--- src/rtl/uart_pkg.sv ---
// Shared UART definitions: parity modes, FSM state encoding and baud divider.
// Used by both the transmitter and the receiver.
package uart_pkg;

    localparam int PAR_NONE = 0;
    localparam int PAR_ODD  = 1;
    localparam int PAR_EVEN = 2;

    typedef enum logic [2:0] {
        ST_IDLE,
        ST_START,
        ST_DATA,
        ST_PAR,
        ST_STOP
    } uart_state_t;

    function automatic int calc_div(input int clk_freq, input int baud);
        return clk_freq / baud;
    endfunction

endpackage

--- src/rtl/uart_tx_param_fifo.sv ---
// Synchronous FIFO with registered pointers and a combinational head read.
// Push when full and pop when empty are ignored.
module sync_fifo #(
    parameter int WIDTH = 8,
    parameter int DEPTH = 4
) (
    input  logic                     clk,
    input  logic                     rst_n,
    input  logic                     push,
    input  logic                     pop,
    input  logic [WIDTH-1:0]         wdata,
    output logic [WIDTH-1:0]         rdata,
    output logic                     full,
    output logic                     empty,
    output logic [$clog2(DEPTH):0]   count
);

    localparam int AW = $clog2(DEPTH);
    localparam logic [AW:0] FULL_CNT = (AW+1)'(DEPTH);

    logic [WIDTH-1:0] mem [DEPTH];
    logic [AW-1:0]    wr_ptr;
    logic [AW-1:0]    rd_ptr;
    logic             do_push;
    logic             do_pop;

    assign full    = (count == FULL_CNT);
    assign empty   = (count == '0);
    assign do_push = push & ~full;
    assign do_pop  = pop & ~empty;
    assign rdata   = mem[rd_ptr];

    always_ff @(posedge clk) begin
        if (!rst_n) begin
            wr_ptr <= '0;
            rd_ptr <= '0;
            count  <= '0;
        end else begin
            if (do_push)
                wr_ptr <= wr_ptr + 1'b1;
            if (do_pop)
                rd_ptr <= rd_ptr + 1'b1;
            case ({do_push, do_pop})
                2'b10:   count <= count + 1'b1;
                2'b01:   count <= count - 1'b1;
                default: count <= count;
            endcase
        end
    end

    // Storage needs no reset; pointers define what is valid.
    always_ff @(posedge clk) begin
        if (do_push)
            mem[wr_ptr] <= wdata;
    end

endmodule

--- src/rtl/uart_tx_param.sv ---
// Parametrised UART transmitter: FIFO-buffered, LSB first, optional parity,
// one or two stop bits. Line output is registered and lags the FSM by one cycle.
module uart_tx_param
    import uart_pkg::*;
#(
    parameter int CLK_FREQ  = 100_000_000,
    parameter int BAUD      = 115_200,
    parameter int DATA_BITS = 8,
    parameter int PARITY    = 0,
    parameter int STOP_BITS = 1,
    parameter int DEPTH     = 4
) (
    input  logic                   clk,
    input  logic                   rst_n,
    input  logic                   din_vld,
    input  logic [DATA_BITS-1:0]   din_data,
    output logic                   din_rdy,
    output logic                   dout,
    output logic                   busy,
    output logic [$clog2(DEPTH):0] fifo_cnt
);

    localparam int DIV = calc_div(CLK_FREQ, BAUD);
    localparam int DW  = (DIV > 2) ? $clog2(DIV) : 1;

    localparam logic [DW-1:0] DIV_LAST  = DW'(DIV - 1);
    localparam logic [2:0]    DATA_LAST = 3'(DATA_BITS - 1);
    localparam logic [2:0]    STOP_LAST = 3'(STOP_BITS - 1);
    localparam bit            HAS_PAR   = (PARITY != PAR_NONE);

    if (DATA_BITS < 5 || DATA_BITS > 8 ||
        STOP_BITS < 1 || STOP_BITS > 2 ||
        PARITY < PAR_NONE || PARITY > PAR_EVEN ||
        DIV < 2) begin : g_bad_param
        $error("uart_tx_param: illegal parameter combination");
    end

    uart_state_t          state;
    uart_state_t          state_nx;
    logic [DW-1:0]        div_cnt;
    logic [DW-1:0]        div_nx;
    logic [2:0]           bit_idx;
    logic [2:0]           idx_nx;
    logic [DATA_BITS-1:0] shreg;
    logic                 par_bit;
    logic                 line_bit;
    logic                 tail;
    logic                 bit_end;

    logic                 fifo_push;
    logic                 fifo_pop;
    logic                 fifo_full;
    logic                 fifo_empty;
    logic [DATA_BITS-1:0] fifo_rdata;

    assign din_rdy   = rst_n & ~fifo_full;
    assign fifo_push = din_vld & din_rdy;
    assign bit_end   = (div_cnt == DIV_LAST);

    sync_fifo #(
        .WIDTH (DATA_BITS),
        .DEPTH (DEPTH)
    ) u_fifo (
        .clk   (clk),
        .rst_n (rst_n),
        .push  (fifo_push),
        .pop   (fifo_pop),
        .wdata (din_data),
        .rdata (fifo_rdata),
        .full  (fifo_full),
        .empty (fifo_empty),
        .count (fifo_cnt)
    );

    always_comb begin
        state_nx = state;
        div_nx   = '0;
        idx_nx   = bit_idx;
        fifo_pop = 1'b0;

        if (state != ST_IDLE)
            div_nx = bit_end ? '0 : div_cnt + 1'b1;

        unique case (state)
            ST_IDLE: begin
                if (!fifo_empty) begin
                    state_nx = ST_START;
                    fifo_pop = 1'b1;
                    idx_nx   = '0;
                end
            end
            ST_START: begin
                if (bit_end) begin
                    state_nx = ST_DATA;
                    idx_nx   = '0;
                end
            end
            ST_DATA: begin
                if (bit_end) begin
                    if (bit_idx == DATA_LAST) begin
                        state_nx = HAS_PAR ? ST_PAR : ST_STOP;
                        idx_nx   = '0;
                    end else begin
                        idx_nx = bit_idx + 1'b1;
                    end
                end
            end
            ST_PAR: begin
                if (bit_end) begin
                    state_nx = ST_STOP;
                    idx_nx   = '0;
                end
            end
            ST_STOP: begin
                if (bit_end) begin
                    if (bit_idx == STOP_LAST) begin
                        idx_nx = '0;
                        // Chain straight into the next start bit when more is queued.
                        if (!fifo_empty) begin
                            state_nx = ST_START;
                            fifo_pop = 1'b1;
                        end else begin
                            state_nx = ST_IDLE;
                        end
                    end else begin
                        idx_nx = bit_idx + 1'b1;
                    end
                end
            end
            default: state_nx = ST_IDLE;
        endcase
    end

    always_comb begin
        line_bit = 1'b1;
        unique case (state)
            ST_START: line_bit = 1'b0;
            ST_DATA:  line_bit = shreg[0];
            ST_PAR:   line_bit = par_bit;
            default:  line_bit = 1'b1;
        endcase
    end

    always_ff @(posedge clk) begin
        if (!rst_n) begin
            state   <= ST_IDLE;
            div_cnt <= '0;
            bit_idx <= '0;
            shreg   <= '0;
            par_bit <= 1'b0;
            dout    <= 1'b1;
            tail    <= 1'b0;
        end else begin
            state   <= state_nx;
            div_cnt <= div_nx;
            bit_idx <= idx_nx;
            if (fifo_pop) begin
                shreg   <= fifo_rdata;
                par_bit <= (PARITY == PAR_ODD) ? ~^fifo_rdata : ^fifo_rdata;
            end else if (state == ST_DATA && bit_end) begin
                shreg <= shreg >> 1;
            end
            dout <= line_bit;
            tail <= (state != ST_IDLE);
        end
    end

    // tail covers the final registered stop-bit cycle after the FSM returns to idle.
    assign busy = (state != ST_IDLE) | ~fifo_empty | tail;

endmodule

--- config.mk ---
export PLATFORM = sky130hd
export DESIGN_NAME = uart_tx_param
export DESIGN_NICKNAME = d
export VERILOG_FILES = /design/src/rtl/uart_pkg.sv /design/src/rtl/uart_tx_param_fifo.sv /design/src/rtl/uart_tx_param.sv
export SDC_FILE = /design/constraint.sdc
export NUM_CORES = 1
export LEC_CHECK = 0
export ABC_CLOCK_PERIOD_IN_PS = 5180
export BUFFER_PORTS_ARGS = -buffer_cell sky130_fd_sc_hd__buf_2
export CAP_MARGIN = 20
export CORE_MARGIN = 2
export CORE_UTILIZATION = 65
export DETAILED_ROUTE_END_ITERATION = 8
export MAX_ROUTING_LAYER = met4
export PLACE_DENSITY = 0.84
export SLEW_MARGIN = 40
export SYNTH_ARGS = -nofsm -noshare
export SYNTH_HDL_FRONTEND = slang
export SYNTH_HIERARCHICAL = 1
export SYNTH_SLANG_ARGS = --single-unit
--- constraint.sdc ---
create_clock -name clk -period 5.18 [get_ports clk]
set_clock_uncertainty 0.1 [all_clocks]
set_input_delay 0.259 -clock clk [delete_from_list [all_inputs] [get_ports clk]]
set_output_delay 0.259 -clock clk [all_outputs]
set_load 0.02 [all_outputs]
==> results.cfg, run 1 <==
[outcome]
status = finished clean

[cells_and_area]
layout.nets = 292
layout.cells.non_filler = 330
area_growth_pct = 9.12
n_antenna_cell = 0
layout_common_cells = 36 x dfxtp_1, 32 x edfxtp_1, 18 x nand2_1
layout_commonest_cell = dfxtp_1
drive_above_1_share_pct = 16.7
final_util_pct = 72.5

[routing]
num_vias = 1918
ant_nets = 0
drtIter0Drc = 139
drc_errors = 0
dr.pass1.iters = 4
routedWlPerCell_microns = 15.1
wirelength_mm = 4.99
viasPerCell = 5.81

[cts]
clock_latency_ns = 0.34
postCtsResizedCells = 0
cts_num_sinks = 68
cts_buffers = 9
cts_tree = done
cts_max_path_buffers = 2
clock-root-buffer = clkbuf_8
hold_buffers = 0
cts_setup_buffers = 0
htreeDepth = 3
cts.clk_slew.worst_paths_ns = 0.08

[global_routing]
grt_use_met2_pct = 33.7
grt_max_degree = 25
grt_use_total_pct = 22.6
globalRouteOverflowTotal = 0
grt_pass1_vias = 1910
use_met3_pct = 4.83
grtUsageMet1_pct = 28.2
antenna_found_initial = 0
grt_pass1_wl_mm = 8.56
busiest_layer = met2

[setup_path]
arrival_ns = 3.58
crit_path_end = u_fifo/count[2]$_SDFFE_PN0P_
start_kind = flop
crit_required_ns = 5.36
reg2reg_slack_ns = 1.78
reg2regPathDepth = 12
crit_type = flop to flop
r2r-start = div_cnt[0]$_SDFF_PP0_
critPathMaxFanout = 9
crit_start = div_cnt[0]$_SDFF_PP0_
end_kind = flop
timing.rr.end = u_fifo/count[2]$_SDFFE_PN0P_

[run]
cap_viol_max_count = 0

[timing]
max_freq_mhz = 294
hold_violations = 0
timing.final.crit_share_pct = 65.6
worst_pin_slew_ns = 0.591
maxSlewViolCount = 0
min_period_ns = 3.40
setup_viol = 0
rsz0062_at_grt = no
slew-limit-headroom_pct = 60.3
setup_tns_ns = 0

[synth]
syn_inst = 256
ys_seq_area_share_pct = 54.7
synth_edf_count = 32
syn_area_sq_mm = 0.00307
ys_warn_count = 6
synthFlopType = dfxtp_1
ys_seq_elements = 68
synth_cell_types = 46
post_synth.cell_area_avg_sq_um = 12.0
syn-num-nets = 277
async_flop_share_pct = 0

[min_path]
worstHoldStart = din_data[0]
hold_path_class = input port to flop
hold_depth = 1

[floorplanning]
dieArea_sq_mm = 0.00530
die_w_microns = 72.8
core_area_sq_mm = 0.00463
io_pins = 17
die_y_microns = 72.8
rows = 25
start_util_pct = 66.4

[place]
place.gp.congestion = 0.879
hpwl_mm = 3.53
port_buffers = 16
placed_cells = 314

[power]
peakVddDrop_v = 0.000249
total_power_mw = 1.36
p_leak_nw = 1.15
power_density_mw_per_mm2 = 404
==> power by group <==
group	internal [mW]	switching, mW	total [mW]
sequential	0.618	0.0490	0.667
clock	0.219	0.196	0.415
combinational	0.122	0.151	0.274
==> per-layer routing <==
metal  up-vias  wire [microns]
met5         -               0
met4         0             119
met3        12             200
met2        45            2410
met1       901            2260
li1        960               -
==> how the worst min path moves through the flow <==
stage                                 endpoint
detailed placement       div_cnt[0]$_SDFF_PP0_
CTS                 u_fifo/mem[0][3]$_DFFE_PP_
global placement         div_cnt[0]$_SDFF_PP0_
floorplan           u_fifo/mem[0][0]$_DFFE_PP_
global route        u_fifo/mem[2][0]$_DFFE_PP_
finish              u_fifo/mem[2][0]$_DFFE_PP_
==> worst max-delay path: stages, from the launching register on <==
cell	delay [ns]
dfxtp_1	0.39
ha_1	0.24
nand4b_1	0.33
o41ai_2	0.39
nand2_1	0.27
inv_1	0.17
nor2b_1	0.20
ha_1	0.21
inv_1	0.06
fa_1	0.37
xor2_1	0.16
or3_1	0.31
a21boi_1	0.14
==> sequential cells by signal (all words and copies together) (netlist names), named ones only <==
signal,flops
u_fifo/mem,32
div_cnt,10
shreg,8
bit_idx,3
state,3
u_fifo/count,3
u_fifo/rd_ptr,2
u_fifo/wr_ptr,2
dout,1
par_bit,1
tail,1
==> metrics by stage <==
stage	setup slack (ns)	hold slack, ns	cell area [sq um]
global route	1.41	0.0180	3350
global placement	1.95	0.347	3160
CTS	1.79	0.0124	3350
finish	1.78	0.0281	3350
detailed placement	1.81	0.361	3160
floorplan	2.10	0.258	3070
==> cells in the mapped netlist (5+ instances only) <==
cell	instances	share of area, %
mux2i_1	12	3.9
and2_1	7	1.4
clkbuf_1	6	0.73
o31ai_1	8	2.0
xnor2_1	14	4.0
inv_1	13	1.6
a21oi_1	12	2.0
nand3_1	5	0.81
edfxtp_1	32	31
mux4_2	8	5.9
o21ai_0	6	0.98
nor2_1	15	1.8
ha_1	9	3.7
nand2_1	18	2.2
dfxtp_1	36	23
==> kinds of logic after synthesis <==
logic type	share of synthesized area (%)
AOI/OAI and AO/OA	9.20
DFF	54.7
adders and majority gates	4.31
muxes	9.77
xor gates and xnor gates	4.84
buffers and inverters	3.62
and+or+nand+nor	13.6
==> final cells by class <==
| type | count | area, sq um |
|---|---|---|
| Clock buffer | 9 | 124 |
| Tap cell | 54 | 67.6 |
| Fill cell | 335 | 1270 |
| Clock inverter | 7 | 67.6 |
| Timing Repair Buffer | 16 | 80.1 |
| Sequential cell | 68 | 1680 |
| Multi-Input combinational cell | 162 | 1280 |
| Inverter | 14 | 52.6 |
Power figures use the tool's default switching activity.
==> run 2, diff against run 1 <==
--- a/config.mk
+++ b/config.mk
@@ -5,14 +5,15 @@
 export SDC_FILE = /design/constraint.sdc
 export NUM_CORES = 1
 export LEC_CHECK = 0
-export ABC_CLOCK_PERIOD_IN_PS = 5180
+export ABC_AREA = 1
+export ABC_CLOCK_PERIOD_IN_PS = 3200
 export BUFFER_PORTS_ARGS = -buffer_cell sky130_fd_sc_hd__buf_2
 export CAP_MARGIN = 20
 export CORE_MARGIN = 2
-export CORE_UTILIZATION = 65
+export CORE_UTILIZATION = 60
 export DETAILED_ROUTE_END_ITERATION = 8
 export MAX_ROUTING_LAYER = met4
-export PLACE_DENSITY = 0.84
+export PLACE_DENSITY = 0.78
 export SLEW_MARGIN = 40
 export SYNTH_ARGS = -nofsm -noshare
 export SYNTH_HDL_FRONTEND = slang
==> constraint.sdc (replaced) <==
create_clock -name clk -period 3.2 [get_ports clk]
set_clock_uncertainty 0.1 [all_clocks]
set_input_delay 0.16 -clock clk [delete_from_list [all_inputs] [get_ports clk]]
set_output_delay 0.16 -clock clk [all_outputs]
set_load 0.02 [all_outputs]
==> run 2 against run 1 <==
Against the previous run: routed wire length grew 29%; final area rose by 11%; maximum frequency rose by 30%; critical endpoint unchanged; largest cell class unchanged; largest power group is now combinational cells.
==> results.cfg, run 2 <==
[outcome]
status = finished clean

[cts]
clock-root-buffer = clkbuf_8
cts_tree = done
cts_num_sinks = 68
cts_setup_buffers = 0
htreeDepth = 3
cts_max_path_buffers = 2
clock_latency_ns = 0.34
postCtsResizedCells = 0
cts_buffers = 9
cts.clk_slew.worst_paths_ns = 0.07

[global_routing]
grt_pass1_wl_mm = 11.0
grt_pass1_vias = 2455
grt_use_total_pct = 24.0
grt_max_degree = 18
globalRouteOverflowTotal = 0
antenna_found_initial = 0

[cells_and_area]
reg_top3 = u_fifo/mem: 32 flops, div_cnt: 10 flops, shreg: 8 flops
n_antenna_cell = 0
largest_reg_flops = 32
layout_common_cells = 65 x nand2_1, 57 x nor2_1, 44 x inv_1
final_util_pct = 71.8
drive_above_1_share_pct = 13.8
n_fill_cell = 379
layout.cells.non_filler = 490
layout.nets = 436
regMostFlops = u_fifo/mem
area_growth_pct = 14.2
layout_commonest_cell = nand2_1

[setup_path]
start_kind = flop
slowest_delay_ns = 0.38
reg2reg_slack_ns = 0.59
arrival_ns = 2.79
crit_chain = inv_1 > nand3_1 > inv_1 > inv_1 > nand2_1 > nor2_1 > nand3_1 > nand2_2 > inv_1 > nor2_1 > ha_1 > inv_1 > fa_1 > nand2_1 > nand3_1 > nand2_1 > inv_1 > nor2_1
end_kind = flop
cp_slowest_cell = fa_1
critPathMaxFanout = 14
path_delay_family = simple AND/OR/NAND/NOR gates
crit_type = flop to flop
worst_path_most_repeated_cell = inv_1
crit_required_ns = 3.38
timing.rr.end = u_fifo/count[2]$_SDFFE_PN0P_
reg2regPathDepth = 18
r2r-start = u_fifo/count[0]$_SDFFE_PN0P_
cp.buffers_inverters = 6

[timing]
holdWs_ns = 0.0748
slew-limit-headroom_pct = 62.8
max_freq_mhz = 383
worst_pin_slew_ns = 0.558
maxSlewViolCount = 0
rsz0062_at_grt = no
hold_violations = 0
setup_tns_ns = 0
setup_viol = 0
timing.final.crit_share_pct = 81.6
min_period_ns = 2.61

[synth]
syn-num-nets = 403
async_flop_share_pct = 0
ys_seq_area_share_pct = 51.7
syn_inst = 382
synth.most_common_cell = nand2_1
syn_area_sq_mm = 0.00325
synth_cell_types = 35
yosysTopAreaCell = edfxtp_1
ys_warn_count = 6
synthTopCellsByCount = 65 x nand2_1, 57 x nor2_1, 44 x inv_1
synth_top_family_by_area = simple AND/OR/NAND/NOR gates
synthFlopType = dfxtp_1
post_synth.cell_area_avg_sq_um = 8.51
synth_edf_count = 32
synth_compound_area_share_pct = 9.23
synth_simple_gate_area_share_pct = 25.7
synth_xor_area_share_pct = 1.62
synth_mux_area_share_pct = 0
yosysTopAreaCellShare_pct = 29.5
ys_seq_elements = 68
synth_area_leaders = edfxtp_1 30%, dfxtp_1 22%, nand2_1 7.5%
synth_fa_ha_area_share_pct = 4.08

[min_path]
hold_path_class = input port to flop
hold_end = dout$_SDFF_PN1_
worstHoldStart = rst_n
hold_depth = 2

[routing]
viasPerCell = 5.36
drtIter0Drc = 264
num_vias = 2628
routedWlPerCell_microns = 13.1
drc_errors = 0
ant_nets = 0
dr.pass1.iters = 6
wirelength_mm = 6.43

[floorplanning]
core_area_sq_mm = 0.00517
rows = 26
start_util_pct = 62.9
die_y_microns = 77.6
io_pins = 17
dieArea_sq_mm = 0.00602
die_w_microns = 77.6

[run]
cap_viol_max_count = 0

[power]
peakVddDrop_v = 0.000565
power_density_mw_per_mm2 = 863
total_power_mw = 3.20
p_leak_nw = 1.57

[place]
port_buffers = 16
placed_cells = 466
hpwl_mm = 4.37
place.gp.congestion = 0.836
run 2: worst max-delay path by stage:
| stage | start | end | slack, ns | cells after the start |
|---|---|---|---|---|
| floorplan | u_fifo/count[0]$_SDFFE_PN0P_ | u_fifo/count[2]$_SDFFE_PN0P_ | 0.59 | 20 |
| global placement | rst_n | u_fifo/count[1]$_SDFFE_PN0P_ | 0.69 | 8 |
| detailed placement | u_fifo/count[0]$_SDFFE_PN0P_ | u_fifo/count[2]$_SDFFE_PN0P_ | 0.61 | 19 |
| CTS | u_fifo/count[0]$_SDFFE_PN0P_ | u_fifo/count[2]$_SDFFE_PN0P_ | 0.58 | 18 |
| global route | u_fifo/count[0]$_SDFFE_PN0P_ | u_fifo/count[2]$_SDFFE_PN0P_ | 0.24 | 18 |
| finish | u_fifo/count[0]$_SDFFE_PN0P_ | u_fifo/count[2]$_SDFFE_PN0P_ | 0.59 | 18 |
run 2: logic make-up (layout without fill, tap and decap cells):
logic type | count (synthesis) | after routing
buffers and inverters | 58 | 96
flip-flops | 68 | 68
XOR/XNOR | 6 | 6
adder cells (fa/ha/maj) | 10 | 10
AND/OR/NAND/NOR | 188 | 188
AO/OA/AOI/OAI | 52 | 52
run 2: power breakdown:
part | switching [mW] | internal [mW] | total (mW)
Combinational | 0.803 | 0.461 | 1.26
Sequential | 0.106 | 1.05 | 1.16
Clock | 0.338 | 0.442 | 0.780
run 2: worst register-to-register path, cell delays in order (launching register included):
cell	delay, ns
dfxtp_1	0.33
inv_1	0.09
nand3_1	0.19
inv_1	0.10
inv_1	0.09
nand2_1	0.05
nor2_1	0.09
nand3_1	0.11
nand2_2	0.22
inv_1	0.07
nor2_1	0.12
ha_1	0.18
inv_1	0.07
fa_1	0.38
nand2_1	0.10
nand3_1	0.08
nand2_1	0.06
inv_1	0.04
nor2_1	0.09
run 2: per-layer routing:
metal	vias to the layer above	routed length (microns)	global-route usage (%)
li1	1337	-	-
met4	0	80	10.5
met1	1208	2930	30.7
met2	76	3050	37.5
met3	7	378	4.19
met5	-	0	-
run 2: cell type report:
cell class	count	area (sq um)	area share (%)
well taps	70	87.6	2.36
clock buffers	9	124	3.34
inverters	49	184	4.95
clock inverters	7	100	2.70
flip-flops and latches	68	1680	45.3
multi-input cells	256	1320	35.6
repair buffers	31	213	5.73
run 2: repair_timing:
item | CTS | global route
endpoints found under the hold margin | 32 | 0
hold buffers | 8 | 0
endpoints found under the setup margin | 0 | 0
run 2: per-stage QoR:
step	cell area, sq um	worst slack [ns]
after global placement	3410	0.687
after CTS	3710	0.579
after global routing	3710	0.235
final	3710	0.590
after floorplan	3250	0.591
after detailed placement	3410	0.615
==> run 3, diff against run 2 <==
--- a/config.mk
+++ b/config.mk
@@ -5,15 +5,15 @@
 export SDC_FILE = /design/constraint.sdc
 export NUM_CORES = 1
 export LEC_CHECK = 0
-export ABC_AREA = 1
-export ABC_CLOCK_PERIOD_IN_PS = 3200
+export ABC_AREA = 0
+export ABC_CLOCK_PERIOD_IN_PS = 2600
 export BUFFER_PORTS_ARGS = -buffer_cell sky130_fd_sc_hd__buf_2
 export CAP_MARGIN = 20
 export CORE_MARGIN = 2
 export CORE_UTILIZATION = 60
 export DETAILED_ROUTE_END_ITERATION = 8
 export MAX_ROUTING_LAYER = met4
-export PLACE_DENSITY = 0.78
+export PLACE_DENSITY = 0.79
 export SLEW_MARGIN = 40
 export SYNTH_ARGS = -nofsm -noshare
 export SYNTH_HDL_FRONTEND = slang
==> constraint.sdc (replaced) <==
create_clock -name clk -period 2.6 [get_ports clk]
set_clock_uncertainty 0.1 [all_clocks]
set_input_delay 0.13 -clock clk [delete_from_list [all_inputs] [get_ports clk]]
set_output_delay 0.13 -clock clk [all_outputs]
set_load 0.02 [all_outputs]
==> run 3 against run 2 <==
Against the previous run: the run now ends with negative setup slack left; critical path type unchanged; routed wire length shrank 7.5%; via count shrank 18%; final cell count shrank 21%; power shrank 8.8%; combinational power shrank 39%.
==> results.cfg, run 3 (synthesis gave the netlist of run 1 again) <==
[outcome]
status = finished with violations
violations = negative setup slack

[power]
p_sw_share_pct = 29.8
p_seq_share_pct = 44.3
peakVddDrop_v = 0.000509
p_leak_nw = 1.35
p_sw_mw = 0.870
power_density_mw_per_mm2 = 778
clkPwrFrac_pct = 29.5
p_int_mw = 2.05
p_comb_share_pct = 26.3

[routing]
drtIter0Drc = 121
wl_met2_mm = 3.01
drc_errors = 0
met3_length_microns = 167
highest_layer = met4
routedWlPerCell_microns = 15.4
viasPerCell = 5.58
ant_nets = 0
num_vias = 2150
drt-met1-wl_mm = 2.70
dr.pass1.iters = 4
wirelength_mm = 5.95

[timing]
fin_ws_ns = -0.141
setup_tns_ns = -0.141
maxSlewViolCount = 0
timing.final.crit_share_pct = 105
hold_violations = 0
min_period_ns = 2.74
slew-limit-headroom_pct = 68.9
setup_viol = 1
max_freq_mhz = 365
worst_pin_slew_ns = 0.463
rsz0062_at_grt = yes

[setup_path]
crit_chain = or3_4 > o41ai_4 > nand2_2 > inv_2 > nor2b_4 > ha_4 > inv_2 > fa_2 > xor2_1 > or3_1 > a21boi_1
reg2regPathDepth = 11
end_kind = flop
arrival_ns = 2.91
crit_type = flop to flop
worst_path_most_repeated_cell = inv_2
path_delay_family = simple AND/OR/NAND/NOR gates
crit_required_ns = 2.77
timing.rr.end = u_fifo/count[2]$_SDFFE_PN0P_
r2r-start = div_cnt[7]$_SDFF_PP0_
start_kind = flop
critPathMaxFanout = 2
cp.buffers_inverters = 2
slowest_delay_ns = 0.40
reg2reg_slack_ns = -0.14
cp_slowest_cell = o41ai_4

[cells_and_area]
regMostFlops = u_fifo/mem
reg_top3 = u_fifo/mem: 32 flops, div_cnt: 10 flops, shreg: 8 flops
layout.nets = 331
layout.cells.non_filler = 385
n_antenna_cell = 0
largest_reg_flops = 32
layout_common_cells = 32 x dfxtp_1, 32 x edfxtp_1, 31 x buf_4
drive_above_1_share_pct = 28.6
fin_area_sq_mm = 0.00376
area_growth_pct = 22.3

[cts]
cts_buffers = 9
cts_max_path_buffers = 2
cts.clk_slew.worst_paths_ns = 0.08
cts_num_sinks = 68
cts_tree = done
clock-root-buffer = clkbuf_8
htreeDepth = 3
clock_latency_ns = 0.34

[global_routing]
grt_use_total_pct = 23.4
grt_max_degree = 24
grt_pass1_wl_mm = 9.33
antenna_found_initial = 0
globalRouteOverflowTotal = 0
grt_pass1_vias = 2004

[place]
dp_slack_ns = -0.110
hpwl_mm = 3.98
place.gp.congestion = 0.833
dpl-instance-area_sq_mm = 0.00339
placed_cells = 352
port_buffers = 16

[floorplanning]
core_area_sq_mm = 0.00501
start_util_pct = 61.4
rows = 26
io_pins = 17
die_w_microns = 75.6
die_y_microns = 75.6
dieArea_sq_mm = 0.00571

[min_path]
hold_end = state[2]$_SDFFE_PN0P_
worstHoldStart = rst_n
hold_depth = 3
hold_path_class = input port to flop

[run]
cap_viol_max_count = 0
## run 3: cell types whose count changed in the layout (fill, tap and decap cells not counted), moves of 8 or more
cell,change
nand2_1,-48
nor2_1,-42
inv_1,-33
nand3_1,-25
buf_4,+24
nand4_1,-15
o21ai_0,-13
mux2i_1,+12
xnor2_1,+9
mux4_2,+8
o31ai_1,+8
## run 3: worst reg2reg max path, stage by stage, from the launching register on
cell      delay (ns)
dfxtp_2         0.32
or3_4           0.39
o41ai_4         0.40
nand2_2         0.10
inv_2           0.07
nor2b_4         0.18
ha_4            0.16
inv_2           0.04
fa_2            0.33
xor2_1          0.17
or3_1           0.31
a21boi_1        0.11
## run 3: through the flow
stage	power [mW]	hold slack [ns]	utilization (%)
floorplan	1.79	0.129	-
global placement	1.99	0.243	67.6
detailed placement	2.02	0.251	67.6
CTS	2.91	0.0783	74.4
global route	3.09	0.105	75.0
finish	2.92	0.0925	75.0
## run 3: area by class of cell
class	instances	area, sq um
inverters	14	52.6
well taps	70	87.6
clock buffers	9	124
fillers	336	1250
multi-input cells	162	1340
flip-flops and latches	68	1690
repair buffers	55	393
clock inverters	7	76.3
## run 3: per-layer routing
metal	track usage, %	up-vias
li1	-	1040
met1	29.9	1063
met2	36.1	39
met3	5.95	8
met4	8.97	0
met5	-	-
## run 3: worst max path at each step
stage                                   endpoint             startpoint  slack (ns)  cells after the start
CTS                 u_fifo/count[2]$_SDFFE_PN0P_  div_cnt[0]$_SDFF_PP0_       -0.07                     12
detailed placement  u_fifo/count[2]$_SDFFE_PN0P_  div_cnt[7]$_SDFF_PP0_       -0.11                     11
global placement    u_fifo/count[2]$_SDFFE_PN0P_  div_cnt[7]$_SDFF_PP0_       -0.05                     11
floorplan           u_fifo/count[2]$_SDFFE_PN0P_  div_cnt[7]$_SDFF_PP0_       -0.25                     12
finish              u_fifo/count[2]$_SDFFE_PN0P_  div_cnt[7]$_SDFF_PP0_       -0.14                     11
global route        u_fifo/count[2]$_SDFFE_PN0P_  div_cnt[7]$_SDFF_PP0_       -0.23                     11
## run 3: power by group through the flow
stage / registers [mW] / logic (mW) / clock network, mW
6_report: 1.29 / 0.767 / 0.861
3_3_place_gp: 1.31 / 0.684 / 0
5_1_grt: 1.31 / 0.843 / 0.935
4_1_cts: 1.29 / 0.734 / 0.880
2_1_floorplan: 1.32 / 0.470 / 0
3_5_place_dp: 1.31 / 0.705 / 0
## run 3: timing repair
action                                  CTS  global route
endpoints found under the hold margin    32             0
resized for setup                         4             3
hold buffers                              8             0
gates cloned                              0             0
pin swaps                                 5             5
endpoints found under the setup margin    1             2
buffers inserted                          6             3
